<file path="config.mk">
export PLATFORM = sky130hd
export DESIGN_NAME = mult_ctrl
export DESIGN_NICKNAME = d
export VERILOG_FILES = /design/src/rtl/mult_ctrl.sv
export SDC_FILE = /design/constraint.sdc
export NUM_CORES = 1
export LEC_CHECK = 0
export CORE_AREA = 2 2 39 41
export DETAILED_ROUTE_END_ITERATION = 12
export DIE_AREA = 0 0 41 43
export SETUP_SLACK_MARGIN = 0.1
export SLEW_MARGIN = 20
export SYNTH_ARGS = -nofsm -noshare
export SYNTH_HDL_FRONTEND = slang
export SYNTH_SLANG_ARGS = --single-unit
</file>
<file path="constraint.sdc">
create_clock -name clk -period 2.1 [get_ports clk]
set_clock_uncertainty 0.15 [all_clocks]
set_input_delay 0.315 -clock clk [delete_from_list [all_inputs] [get_ports clk]]
set_output_delay 0.315 -clock clk [all_outputs]
set_load 0.02 [all_outputs]
</file>
<file path="src/rtl/mult_ctrl.sv">
// ---------------------------------------------------------------------------
// mult_ctrl
//   Control FSM for a sequential shift-add multiplier. It loads the operands,
//   clears the accumulator, then performs WIDTH test/add/shift iterations.
//   Each iteration inspects the multiplier LSB (q0) and conditionally adds the
//   multiplicand before shifting the accumulator:multiplier pair right.
//   Outputs are Moore decodes of the state register, except cnt, which is a
//   separate down-counter of the remaining iterations.
//
// Ports
//   clk      in   system clock, rising-edge active
//   reset    in   synchronous active-low reset
//   start    in   begin one multiply (only honoured in IDLE)
//   q0       in   LSB of the multiplier shift register (sampled in TEST)
//   ld_a     out  load multiplicand register
//   ld_b     out  load multiplier shift register
//   clr_acc  out  clear accumulator
//   add_en   out  accumulator <= accumulator + multiplicand
//   shift_en out  shift accumulator:multiplier right by one
//   busy     out  high in every state except IDLE
//   done     out  one-cycle completion pulse
//   cnt      out  remaining iterations
// ---------------------------------------------------------------------------
module mult_ctrl #(
  parameter int WIDTH = 4,
  parameter int CW    = 3
) (
  input  logic          clk,
  input  logic          reset,
  input  logic          start,
  input  logic          q0,
  output logic          ld_a,
  output logic          ld_b,
  output logic          clr_acc,
  output logic          add_en,
  output logic          shift_en,
  output logic          busy,
  output logic          done,
  output logic [CW-1:0] cnt
);

  localparam logic [2:0] S_IDLE  = 3'd0;
  localparam logic [2:0] S_LOAD  = 3'd1;
  localparam logic [2:0] S_TEST  = 3'd2;
  localparam logic [2:0] S_ADD   = 3'd3;
  localparam logic [2:0] S_SHIFT = 3'd4;
  localparam logic [2:0] S_DONE  = 3'd5;

  logic [2:0]    r_state;
  logic [2:0]    w_nextState;
  logic [CW-1:0] r_cnt;

  // Next-state logic. start is only looked at in IDLE, so a request made
  // while busy is simply dropped. The last iteration is detected from the
  // counter value on entry to SHIFT (1 means this shift is the final one);
  // treating 0 the same way keeps a corrupted counter from looping forever.
  // Unused encodings fall back to IDLE.
  always_comb begin
    w_nextState = S_IDLE;
    case (r_state)
      S_IDLE:  w_nextState = start ? S_LOAD : S_IDLE;
      S_LOAD:  w_nextState = S_TEST;
      S_TEST:  w_nextState = q0 ? S_ADD : S_SHIFT;
      S_ADD:   w_nextState = S_SHIFT;
      S_SHIFT: w_nextState = (r_cnt <= CW'(1)) ? S_DONE : S_TEST;
      S_DONE:  w_nextState = S_IDLE;
      default: w_nextState = S_IDLE;
    endcase
  end

  // State register. Reset wins over everything, including a pending start,
  // and aborts a multiply in flight without ever reaching DONE.
  always_ff @(posedge clk) begin
    if (!reset) begin
      r_state <= S_IDLE;
    end else begin
      r_state <= w_nextState;
    end
  end

  // Iteration counter: preset in LOAD, decremented once per SHIFT and held
  // everywhere else. The decrement is guarded so the counter cannot wrap.
  always_ff @(posedge clk) begin
    if (!reset) begin
      r_cnt <= '0;
    end else if (r_state == S_LOAD) begin
      r_cnt <= CW'(WIDTH);
    end else if ((r_state == S_SHIFT) && (r_cnt != '0)) begin
      r_cnt <= r_cnt - CW'(1);
    end
  end

  // Moore output decodes; the strobe groups are one-hot by construction.
  assign ld_a     = (r_state == S_LOAD);
  assign ld_b     = (r_state == S_LOAD);
  assign clr_acc  = (r_state == S_LOAD);
  assign add_en   = (r_state == S_ADD);
  assign shift_en = (r_state == S_SHIFT);
  assign done     = (r_state == S_DONE);
  assign busy     = (r_state != S_IDLE);
  assign cnt      = r_cnt;

endmodule
</file>
# Yosys cells after proc, flatten, opt, wreduce, memory -nomap -nowiden
# Index checks and enable logic that the tools add are counted.
# classes
add_sub_neg,1
n_lt_le_gt_ge,1
eq_ne,5
n_mux,6
bitwise,1
n_reduce_logical,6
# ops
op,count
$pmux W3 S5,1
$mux W3,4
$eq A3 B2 Y1 const B,2
$eq A3 B3 Y1 const B,2
$reduce_bool A3 Y1,2
$eq A3 B1 Y1 const B,1
$le A3 B1 Y1 const B,1
$logic_not A3 Y1,1
$sub A3 B1 Y3 const B,1
$reduce_bool A2 Y1,1
$reduce_or A2 Y1,1
$logic_and A1 B1 Y1,1
$mux W1,1
$not A1 Y1,1
# totals
register_bits,6
input_bits,4
out_inout_bits,10
elab_cells,23

# Depth between registers and ports, before layout
# logic_depth
word_depth,4
ltp_mapped,5
mapped_depth_nobuf,5

# Worst setup path after synthesis
# Ideal clock, no wire load.
# synth_timing
path_type,flip-flop to output port
startpoint,reg r_state[1]
endpoint,out ld_a
arrival_time_ns,1.693
required_time_ns,1.635
setup_slack_ns,-0.058
path_stages_with_launch,4
cell_sequence,dfxtp_1 -> buf_2 -> nor3b_1 -> buf_4
# synth_between
elab_chain_cells,1
# synth_rtl
element,line_no,source
"start, declared",49,logic [2:0] r_state;
"start signal, assigned",77,r_state <= w_nextState;
$eq A3 B1 Y1,-,
"end, declared",32,"output logic ld_a,"
# No other way between the ends.

# Worst setup path after layout
# layout_timing
startpoint,reg r_state[1]
endpoint,out add_en
# layout_between
elab_chain_cells,1
# layout_rtl
element,line_no,source
$eq A3 B2 Y1,97,assign add_en = (r_state == S_ADD);
"end, declared",35,"output logic add_en,"
# No other way between the ends.

==> out/results.ini <==
[synthesis]
synth_cell_types=22
syn_avg_cell_area_um2=9.25
ys_warn_count=0
synthCells=41
synth-seq-cells=6
syn-cell-area_um2=379
syn-num-nets=47
yosysSeqAreaShare_pct=31.7

[cells_and_area]
final.fill_count=144
final_common_cell=clkdlybuf4s50_1
drive_above_1_share_pct=19.6
register_area_um2=124
syn2layout_area_growth_pct=46.5
multi_input_area_um2=239
nets=64
antenna_cells=0
final_cell_mix=clkdlybuf4s50_1, dlygate4sd2_1

[timing]
setup_viol=0
fmax_mhz=521
maxSlewViolCount=0
hold_viol=0
layout_min_cycle_time_ps=1920
slew_headroom_pct=82.9
worst_hold_slack_ps=400
finalCritPeriodShare_pct=91.3
rsz0062_at_grt=false
fin_tns_setup_ps=0
worst_pin_slew_ps=256

[grt]
track_usage_pct=11.4
grt_first_pass_wirelength_um=1300
antenna_found_initial=0
overflow=0
grt_pass1_vias=316
grt_max_degree=10

[floorplanning]
start_util_pct=27.4
io_pins=14
die_y_um=43
die_w_um=41
die_area_um2=1760
core_um2=1380
rows=14

[pwr]
peakVddDrop_v=0.000296
power_leakage_nw=0.237
power_density_nw_per_um2=599

[clock_tree]
cts.clk_slew.worst_paths_ps=50
clockRootBuffer=clkbuf_4
cts_buffers=3
htreeDepth=1
cts_tree=done
cts_sinks=6
cts.path.max_buffers=2
clock_latency_ps=250

[worst_setup_path]
path_delay_family=buffers and inverters
critPathMaxFanout=9
endpoint_kind=primary output
reg2regPathDepth=4
worst-path-stages=2
startpoint=r_state[1]$_SDFF_PN0_
reg2reg_from=r_state[2]$_SDFF_PN0_
crit_chain=and3b_1 > clkdlybuf4s50_1
cpPeakStageDelay_ps=590
cp.arrival_ps=1450
startpoint_type=register
cp_slowest_cell=clkdlybuf4s50_1
path_buf_inv=1
required_ps=1630
crit_type=reg2out

[run]
max-cap-violations=0

[placed_design]
dp_hpwl_um=626
io_buffers=13
globalplace.congestion=0.730

[min_path]
hold_path.class=reg2reg
hold_start=cnt[1]$_SDFFE_PP0P_
holdPathStages=2

[route]
vias=350
wirelength_um=821
firstDrtPassIters=2
drc=0
wire_per_inst_um=11.4
drtIter0Drc=2
ant_nets=0
via_per_inst=4.86

[run_status]
outcome=complete, no violations

cells by family (layout without fill, tap and decap cells):
group / Yosys count / after routing / synth area share [%]
DFF: 6 / 6 / 31.7
and+or+nand+nor: 18 / 18 / 32.7
adders and majority gates: 2 / 2 / 6.60
AOI/OAI and AO/OA: 8 / 8 / 18.2
buffers and inverters: 6 / 21 / 8.25
muxes: 1 / 1 / 2.64
sequential cells by signal, summed over array words and instances, names as in the netlist:
name     cells
cnt          3
r_state      3
cell type report:
| class | count | share of cell area [%] |
|---|---|---|
| multi-input cells | 29 | 43.0 |
| repair buffers | 15 | 25.0 |
| flip-flops and latches | 6 | 22.3 |
| clock buffers | 3 | 4.05 |
| well taps | 16 | 3.60 |
| inverters | 3 | 2.03 |
power by group:
part           switching (mW)  leakage, nW  internal (mW)
clock                  0.0415       0.0138         0.0646
combinational          0.0448        0.173         0.0448
sequential             0.0144       0.0501          0.123
metrics by stage:
stage | std cells | util [%] | total power, mW | setup WS (ps) | cell area, um^2
finish | 72 | 40.1 | 0.333 | 182 | 556
CTS | 72 | 40.0 | 0.332 | 131 | 553
global placement | 68 | 37.7 | 0.232 | 165 | 522
global route | 72 | 40.1 | 0.353 | 123 | 556
detailed placement | 68 | 37.7 | 0.232 | 167 | 522
floorplan | 41 | - | 0.193 | 366 | 384
per-layer routing:
metal | track usage, % | up-vias | part of all wire (%)
met5 | 0 | - | 0
met4 | 10.0 | 0 | 4.0
met3 | 3.14 | 4 | 4.4
met2 | 14.7 | 10 | 45
met1 | 14.8 | 158 | 47
li1 | - | 178 | -
synthesized netlist by cell type:
master     number  area (um^2)
nor2_1          2         7.51
a21boi_0        1         7.51
nor3b_1         2         15.0
nand2b_1        2         12.5
and3b_1         2         17.5
buf_2           1         5.00
dfxtp_1         6          120
o31a_1          2         17.5
a21oi_1         2         10.0
ha_1            2         25.0
a2111o_1        1         11.3
and3_1          2         12.5
nor3b_4         1         18.8
mux2i_1         1         10.0
nand3b_1        1         7.51
nor4b_1         1         8.76
nand2_1         3         11.3
or3_1           2         12.5
a2111oi_2       1         15.0
inv_1           3         11.3
o31ai_1         1         7.51
buf_4           2         15.0
worst register-to-register path, cell delays in order, from the launching register on:
cell and delay (ps):
dfxtp_2 390, nor3b_4 250, buf_4 170, nand2_1 80
a2111oi_2 350
path summary, 6_finish.rpt:
check                   endpoint  slack, ps
max                       add_en        180
max reg2reg  cnt[1]$_SDFFE_PP0P_        610
min          cnt[1]$_SDFFE_PP0P_        400
min reg2reg  cnt[1]$_SDFFE_PP0P_        400
what timing repair did:
action	4_1_cts	5_1_grt
setup buffers	1	0
cloned	0	0
setup endpoints to repair	6	2
gates resized for setup	7	2
endpoints found under the hold margin	0	0
hold buffers	0	0
Power figures use the tool's default switching activity.
